`config.mk`:
```
export PLATFORM = sky130hd
export DESIGN_NAME = vidac_list
export DESIGN_NICKNAME = d
export VERILOG_FILES = /design/src/rtl/vidac_list.sv
export SDC_FILE = /design/constraint.sdc
export NUM_CORES = 1
export LEC_CHECK = 0
export ABC_AREA = 1
export CORE_MARGIN = 8
export CORE_UTILIZATION = 45
export DETAILED_ROUTE_END_ITERATION = 16
export SETUP_SLACK_MARGIN = 0.4
export SLEW_MARGIN = 20
export SYNTH_ARGS = -nofsm -noshare
export SYNTH_HDL_FRONTEND = slang
export SYNTH_SLANG_ARGS = --single-unit
```
`constraint.sdc`:
```
create_clock -name clock -period 8.46 [get_ports clock]
set_clock_uncertainty 0.2 [all_clocks]
set_input_delay 1.692 -clock clock [delete_from_list [all_inputs] [get_ports clock]]
set_output_delay 1.692 -clock clock [all_outputs]
set_load 0.02 [all_outputs]
```
`src/rtl/vidac_list.sv`:
```
// vidac_list: command-list vector drawing engine on the shared 8-bit video memory port.
// Fetches opcodes and little-endian arguments from CMD_BASE onward, then plots one
// clipped pixel per cycle (LINE, RECT outline/filled, PIXEL, CLEAR) until END.
module vidac_list #(
   parameter int            AW       = 18,
   parameter int            SCR_W    = 320,
   parameter int            SCR_H    = 200,
   parameter logic [AW-1:0] FB_BASE  = 18'h00000,
   parameter logic [AW-1:0] CMD_BASE = 18'h20000
) (
   input  logic          clock,
   input  logic          reset_n,
   input  logic          cmd,
   input  logic          abort,
   output logic [AW-1:0] a,
   input  logic [7:0]    i,
   output logic [7:0]    o,
   output logic          w,
   output logic          bsy,
   output logic          done,
   output logic          err
);

   typedef enum logic [3:0] {
      S_IDLE, S_FETCH, S_OP, S_ARGS, S_SETUP, S_LINE, S_RECT, S_PIXEL, S_CLEAR
   } state_t;

   // 18-bit signed coordinates: 16-bit arguments plus headroom for deltas and 2*err
   typedef logic signed [17:0] coord_t;

   localparam logic [2:0] OP_LINE  = 3'd1;
   localparam logic [2:0] OP_RECT  = 3'd2;
   localparam logic [2:0] OP_FILL  = 3'd3;
   localparam logic [2:0] OP_PIXEL = 3'd4;

   localparam coord_t        ZERO     = '0;
   localparam coord_t        ONE      = coord_t'(1);
   localparam coord_t        W_LIM    = coord_t'(SCR_W);
   localparam coord_t        H_LIM    = coord_t'(SCR_H);
   localparam logic [AW-1:0] CLR_LAST = FB_BASE + AW'(SCR_W * SCR_H - 1);

   // Linear framebuffer address of (px,py); only meaningful when on screen
   function automatic logic [AW-1:0] pix_addr(input coord_t px, input coord_t py);
      logic signed [35:0] lin;
      lin = 36'(py) * 36'(SCR_W) + 36'(px);
      return FB_BASE + lin[AW-1:0];
   endfunction

   function automatic logic on_screen(input coord_t px, input coord_t py);
      return (px >= ZERO) && (px < W_LIM) && (py >= ZERO) && (py < H_LIM);
   endfunction

   state_t        state, state_nx;
   logic [AW-1:0] a_nx, ptr, ptr_nx;
   logic [7:0]    o_nx;
   logic          w_nx, bsy_nx, done_nx, err_nx;
   logic [2:0]    opc, opc_nx;
   logic [3:0]    arg_cnt, arg_cnt_nx, arg_last, arg_last_nx;
   logic          args_we;
   logic [7:0]    args [0:8];

   // Walk position, end/right/bottom corner, left/top corner and line error terms
   coord_t x, y, xe, ye, xl, yt, dx, dy, lerr;
   coord_t x_nx, y_nx, xe_nx, ye_nx, xl_nx, yt_nx, dx_nx, dy_nx, lerr_nx;
   logic   sx_neg, sx_neg_nx;

   // Decoded arguments and derived geometry
   coord_t ax1, ay1, ax2, ay2;
   coord_t lx1, ly1, lx2, ly2, ldx;
   coord_t rxl, rxr, ryt, ryb;
   coord_t e2, lnx, lny, lnerr, rnx, rny;
   logic   full_row;

   assign ax1 = coord_t'($signed({args[1], args[0]}));
   assign ay1 = coord_t'($signed({args[3], args[2]}));
   assign ax2 = coord_t'($signed({args[5], args[4]}));
   assign ay2 = coord_t'($signed({args[7], args[6]}));

   // Geometry: endpoint swap, rectangle normalisation and next-pixel candidates
   always_comb begin
      lx1 = (ay1 > ay2) ? ax2 : ax1;
      ly1 = (ay1 > ay2) ? ay2 : ay1;
      lx2 = (ay1 > ay2) ? ax1 : ax2;
      ly2 = (ay1 > ay2) ? ay1 : ay2;
      ldx = lx2 - lx1;
      rxl = (ax1 < ax2) ? ax1 : ax2;
      rxr = (ax1 < ax2) ? ax2 : ax1;
      ryt = (ay1 < ay2) ? ay1 : ay2;
      ryb = (ay1 < ay2) ? ay2 : ay1;

      // Bresenham step; y only ever moves down after the swap
      e2    = lerr <<< 1;
      lnx   = x;
      lny   = y;
      lnerr = lerr;
      if (e2 >= dy) begin
         lnerr = lnerr + dy;
         lnx   = sx_neg ? x - ONE : x + ONE;
      end
      if (e2 <= dx) begin
         lnerr = lnerr + dx;
         lny   = y + ONE;
      end

      // Raster step; outline inner rows jump from the left edge to the right edge
      full_row = (opc == OP_FILL) || (y == yt) || (y == ye);
      rnx = xl;
      rny = y + ONE;
      if (full_row && (x != xe)) begin
         rnx = x + ONE;
         rny = y;
      end else if (!full_row && (x == xl) && (xl != xe)) begin
         rnx = xe;
         rny = y;
      end
   end

   // Next-state and next-output logic for the command walker
   always_comb begin
      // NOTE: every target gets a default before the case so no path can infer a latch.
      state_nx    = state;
      a_nx        = a;
      o_nx        = o;
      w_nx        = 1'b0;
      bsy_nx      = bsy;
      done_nx     = 1'b0;
      err_nx      = err;
      opc_nx      = opc;
      arg_cnt_nx  = arg_cnt;
      arg_last_nx = arg_last;
      ptr_nx      = ptr;
      args_we     = 1'b0;
      x_nx        = x;
      y_nx        = y;
      xe_nx       = xe;
      ye_nx       = ye;
      xl_nx       = xl;
      yt_nx       = yt;
      dx_nx       = dx;
      dy_nx       = dy;
      lerr_nx     = lerr;
      sx_neg_nx   = sx_neg;

      case (state)
         S_IDLE: begin
            if (cmd) begin
               state_nx = S_FETCH;
               bsy_nx   = 1'b1;
               err_nx   = 1'b0;
               a_nx     = CMD_BASE;
            end
         end

         // Opcode address is on a; it returns on i next cycle
         S_FETCH: begin
            a_nx     = a + AW'(1);
            state_nx = S_OP;
         end

         S_OP: begin
            a_nx       = a + AW'(1);
            arg_cnt_nx = '0;
            opc_nx     = i[2:0];
            case (i)
               8'h00: begin
                  state_nx = S_IDLE;
                  bsy_nx   = 1'b0;
                  done_nx  = 1'b1;
               end
               8'h01, 8'h02, 8'h03: begin
                  arg_last_nx = 4'd8;
                  state_nx    = S_ARGS;
               end
               8'h04: begin
                  arg_last_nx = 4'd4;
                  state_nx    = S_ARGS;
               end
               8'h05: begin
                  arg_last_nx = 4'd0;
                  state_nx    = S_ARGS;
               end
               default: begin
                  state_nx = S_IDLE;
                  bsy_nx   = 1'b0;
                  done_nx  = 1'b1;
                  err_nx   = 1'b1;
               end
            endcase
         end

         // On the last argument byte, a already holds the next opcode address
         S_ARGS: begin
            args_we    = 1'b1;
            a_nx       = a + AW'(1);
            arg_cnt_nx = arg_cnt + 4'd1;
            if (arg_cnt == arg_last) begin
               ptr_nx   = a;
               state_nx = S_SETUP;
            end
         end

         S_SETUP: begin
            case (opc)
               OP_LINE: begin
                  x_nx      = lx1;
                  y_nx      = ly1;
                  xe_nx     = lx2;
                  ye_nx     = ly2;
                  sx_neg_nx = (ldx < ZERO);
                  dx_nx     = (ldx < ZERO) ? -ldx : ldx;
                  dy_nx     = ly1 - ly2;
                  lerr_nx   = dx_nx + dy_nx;
                  o_nx      = args[8];
                  if (ly1 >= H_LIM) begin
                     state_nx = S_FETCH;
                     a_nx     = ptr;
                  end else begin
                     state_nx = S_LINE;
                     a_nx     = pix_addr(lx1, ly1);
                     w_nx     = on_screen(lx1, ly1);
                  end
               end
               OP_RECT, OP_FILL: begin
                  x_nx  = rxl;
                  y_nx  = ryt;
                  xl_nx = rxl;
                  yt_nx = ryt;
                  xe_nx = rxr;
                  ye_nx = ryb;
                  o_nx  = args[8];
                  if (ryt >= H_LIM) begin
                     state_nx = S_FETCH;
                     a_nx     = ptr;
                  end else begin
                     state_nx = S_RECT;
                     a_nx     = pix_addr(rxl, ryt);
                     w_nx     = on_screen(rxl, ryt);
                  end
               end
               OP_PIXEL: begin
                  x_nx     = ax1;
                  y_nx     = ay1;
                  o_nx     = args[4];
                  state_nx = S_PIXEL;
                  a_nx     = pix_addr(ax1, ay1);
                  w_nx     = on_screen(ax1, ay1);
               end
               default: begin
                  o_nx     = args[0];
                  state_nx = S_CLEAR;
                  a_nx     = FB_BASE;
                  w_nx     = 1'b1;
               end
            endcase
         end

         // a/o/w currently show (x,y); queue up the following pixel or finish
         S_LINE: begin
            if ((x == xe) && (y == ye)) begin
               state_nx = S_FETCH;
               a_nx     = ptr;
            end else if (lny >= H_LIM) begin
               state_nx = S_FETCH;
               a_nx     = ptr;
            end else begin
               x_nx    = lnx;
               y_nx    = lny;
               lerr_nx = lnerr;
               a_nx    = pix_addr(lnx, lny);
               w_nx    = on_screen(lnx, lny);
            end
         end

         S_RECT: begin
            if ((x == xe) && (y == ye)) begin
               state_nx = S_FETCH;
               a_nx     = ptr;
            end else if (rny >= H_LIM) begin
               state_nx = S_FETCH;
               a_nx     = ptr;
            end else begin
               x_nx = rnx;
               y_nx = rny;
               a_nx = pix_addr(rnx, rny);
               w_nx = on_screen(rnx, rny);
            end
         end

         S_PIXEL: begin
            state_nx = S_FETCH;
            a_nx     = ptr;
         end

         S_CLEAR: begin
            if (a == CLR_LAST) begin
               state_nx = S_FETCH;
               a_nx     = ptr;
            end else begin
               a_nx = a + AW'(1);
               w_nx = 1'b1;
            end
         end

         default: begin
            state_nx = S_IDLE;
            bsy_nx   = 1'b0;
         end
      endcase

      // Abort overrides everything while a list is running; err keeps its value
      if (bsy && abort) begin
         state_nx = S_IDLE;
         bsy_nx   = 1'b0;
         w_nx     = 1'b0;
         done_nx  = 1'b0;
         err_nx   = err;
      end
   end

   // State and datapath registers with synchronous active-low reset
   always_ff @(posedge clock) begin
      // NOTE: flops use <= so every register samples pre-edge values; combinational blocks use =.
      if (!reset_n) begin
         state    <= S_IDLE;
         a        <= '0;
         o        <= '0;
         w        <= 1'b0;
         bsy      <= 1'b0;
         done     <= 1'b0;
         err      <= 1'b0;
         opc      <= '0;
         arg_cnt  <= '0;
         arg_last <= '0;
         ptr      <= '0;
         x        <= '0;
         y        <= '0;
         xe       <= '0;
         ye       <= '0;
         xl       <= '0;
         yt       <= '0;
         dx       <= '0;
         dy       <= '0;
         lerr     <= '0;
         sx_neg   <= 1'b0;
      end else begin
         state    <= state_nx;
         a        <= a_nx;
         o        <= o_nx;
         w        <= w_nx;
         bsy      <= bsy_nx;
         done     <= done_nx;
         err      <= err_nx;
         opc      <= opc_nx;
         arg_cnt  <= arg_cnt_nx;
         arg_last <= arg_last_nx;
         ptr      <= ptr_nx;
         x        <= x_nx;
         y        <= y_nx;
         xe       <= xe_nx;
         ye       <= ye_nx;
         xl       <= xl_nx;
         yt       <= yt_nx;
         dx       <= dx_nx;
         dy       <= dy_nx;
         lerr     <= lerr_nx;
         sx_neg   <= sx_neg_nx;
      end
   end

   // Argument byte capture, one byte per ARGS cycle
   always_ff @(posedge clock) begin
      // NOTE: the argument bytes are not reset; each one is written in ARGS before SETUP reads it.
      if (args_we) begin
         args[arg_cnt] <= i;
      end
   end

endmodule

```
==> run_results.csv <==
group,metric,value,unit
min_path,min_path_cells,2,
sta,max_freq,0.135,GHz
clock_tree,numClockSinks,287,
clock_tree,cts_buffers,40,
placed_design,hpwl,87.6,mm
sta,period_share,0.877,
finish,nFillCells,6529,
critical_path,cp_common_cell,"nand2_1",
synthesis,synthCells,4320,
drt,firstDrtPassIters,7,
synthesis,ys.flop_type,"dfxtp_1",
finish,multi_input_area,0.0186,mm²
sta,maxSlewViolCount,0,
placed_design,place_congestion,1.01,
synthesis,synth_area_per_cell,6.55,µm²
synthesis,ys_ff_latch,287,
drt,routed_wl,112,mm
global_route,grt_overflow,0,
synthesis,ys_warn_count,0,
synthesis,seq_area_frac_synth,0.228,
sta,grt_setup_unrepaired,"no",
synthesis,postSynth.asyncResetShare,0,
critical_path,reg2reg_from,"args[3][3]$_DFFE_PP_",
floorplanning,die_area,0.0712,mm²
synthesis,syn-cell-area,0.0283,mm²
clock_tree,ctsHtreeMaxLevel,2,
clock_tree,clkLatencyLatePin,570,ps
drt,wl_per_cell,21.8,µm
floorplanning,num_rows,92,
clock_tree,cts_tree,"built",
sta,finalSetupViolations,0,
critical_path,rr_worst_depth,40,
finish,seqCellArea,0.00647,mm²
drt,drc,0,
critical_path,arrival,7710,ps
global_route,grt_max_degree,72,
critical_path,required,8750,ps
drt,drt_iter0_drc,3418,
min_path,hold_start,"dx[17]$_SDFFE_PN0P_",
synthesis,synth_edf_count,72,
clock_tree,cts.clk_slew.worst_paths,60,ps
sta,fin_crit,7420,ps
finish,fin_nets,4556,
sta,hold_viol,0,
sta,setup_tns,0,ps
floorplanning,die_x,267,µm
clock_tree,post_cts_resized,0,
floorplanning,io_pins,42,
drt,ant_nets,0,
sta,hold-worst-slack,252,ps
sta,tightest_slew,1220,ps
global_route,antenna_found_initial,2,
run,cap_violations,0,
global_route,grt_pass1_wl,167,mm
clock_tree,clockBufferDepth,3,
min_path,hold_path.class,"flip-flop to flip-flop",
critical_path,reg2reg_to,"lerr[15]$_SDFFE_PN0P_",
floorplanning,die_h,267,µm
critical_path,crit_fanout,26,
synthesis,synth.distinct_cells,63,
critical_path,worst-setup-path-type,"flip-flop to flip-flop",
clock_tree,cts_hold_buf,0,
global_route,first_global_vias,26617,
critical_path,slowest_delay,520,ps
finish,drive_gt1_frac,0.0490,
critical_path,crit_family,"simple AND/OR/NAND/NOR gates",
finish,area_growth,8.68,%
drt,via_count,29693,
critical_path,crit_path_top_delay_cell,"nand3_2",
sta,relSlewSlack,0.176,
critical_path,crit_path_end_kind,"flip-flop",
clock_tree,root_buffer,"clkbuf_16",
min_path,holdPathEnd,"dx[17]$_SDFFE_PN0P_",
clock_tree,post_cts_buffers,0,
floorplanning,placeableCoreArea,0.0626,mm²
global_route,grt_use_total,0.305,
critical_path,start_kind,"flip-flop",
critical_path,critPathBufInv,2,
drt,viasPerCell,5.76,
placed_design,portBuffers,41,
outcome,status,"finished, final reports clean",
floorplanning,initial_core_util,0.452,
synthesis,synth_fp_nets,4598,
critical_path,reg2reg_slack,1040,ps
-- routing by layer --
metal  GRT usage  wire [µm]  up-vias
li1            -          -    14476
met1       0.439      51100    13667
met2       0.450      46300     1351
met3      0.0572      10900      197
met4       0.104       4080        2
met5           0         13        -
-- logic make-up after synthesis --
logic type / share of synthesized area
buffers and inverters: 0.115
flip-flops: 0.228
AND/OR/NAND/NOR: 0.227
adder cells (fa/ha/maj): 0.121
AO/OA/AOI/OAI: 0.242
XOR/XNOR: 0.0662
-- layout by cell type (no fill, tap or decap), types with 20 or more instances in the layout --
cell type / netlist / layout
a211oi_1: 27 / 27
nand4_1: 51 / 51
nand2_1: 869 / 868
o22ai_1: 25 / 25
ha_1: 254 / 254
nor2_1: 284 / 280
a31oi_1: 56 / 56
o21ai_0: 422 / 422
xnor2_1: 56 / 56
nor3_1: 60 / 52
xor2_1: 156 / 156
edfxtp_1: 72 / 72
nor4_1: 32 / 32
a21oi_1: 390 / 390
o21ai_1: 40 / 40
a221oi_1: 38 / 38
o21bai_1: 30 / 30
nand3_1: 147 / 146
o211ai_1: 62 / 62
inv_1: 643 / 642
nand2_2: 19 / 20
or2_2: 23 / 23
dfxtp_1: 215 / 215
buf_4: 10 / 56
clkdlybuf4s50_1: 0 / 40
o221ai_1: 22 / 22
clkbuf_16: 0 / 42
-- cells in the mapped netlist, drive strengths merged, types with 63 or more instances --
master	instances	area [µm²]
nor2	290	1100
nand3	154	813
edfxtp	72	2160
o211ai	63	478
ha	254	3180
clkbuf	129	484
dfxtp	215	4300
o21ai	467	2360
xor2	157	1380
inv	655	2460
a21oi	393	1980
nand2	888	3380
-- metrics by stage --
stage / worst slack (ps) / utilization / cell area (µm²) / std cells
global route: 484 / 0.491 / 30800 / 5153
detailed placement: 1130 / 0.470 / 29400 / 5081
finish: 1040 / 0.491 / 30800 / 5154
global placement: 1250 / 0.470 / 29400 / 5081
CTS: 1070 / 0.491 / 30700 / 5152
floorplan: 2700 / - / 28300 / 4320
-- state kept, by name, indices dropped and copies added, names as in the netlist --
signal	count
bsy	1
ptr	18
a	18
ye	16
yt	16
err	1
w	1
x	18
lerr	17
state	4
args	72
xl	16
done	1
sx_neg	1
arg_cnt	4
dx	18
dy	18
arg_last	2
y	18
xe	16
opc	3
o	8
-- worst max path at each step --
stage / cells past startpoint / endpoint / slack (ps) / from
2_1_floorplan: 37 / a[17]$_SDFFE_PN0P_ / 2700 / dx[1]$_SDFFE_PN0P_
3_3_place_gp: 32 / lerr[16]$_SDFFE_PN0P_ / 1250 / args[3][1]$_DFFE_PP_
3_5_place_dp: 39 / lerr[15]$_SDFFE_PN0P_ / 1130 / args[3][3]$_DFFE_PP_
4_1_cts: 32 / lerr[14]$_SDFFE_PN0P_ / 1070 / args[3][1]$_DFFE_PP_
5_1_grt: 38 / lerr[16]$_SDFFE_PN0P_ / 480 / args[2][7]$_DFFE_PP_
6_report: 40 / lerr[15]$_SDFFE_PN0P_ / 1040 / args[3][3]$_DFFE_PP_
-- worst min-delay path, stage by stage (launching register included) --
cell	delay (ps)
dfxtp_1	300
inv_1	60
nor3_1	50
-- layout make-up --
| class | instances | share of cell area |
|---|---|---|
| diodes | 1 | 0.0000814 |
| clock buffers | 58 | 0.0377 |
| clock inverters | 13 | 0.00407 |
| inverters | 660 | 0.0806 |
| multi-input cells | 3193 | 0.606 |
| flip-flops and latches | 287 | 0.210 |
| well taps | 846 | 0.0344 |
| repair buffers | 96 | 0.0267 |
Power is not shown: default switching activity piles up to over one toggle a cycle in this logic, so the estimate is an artifact.
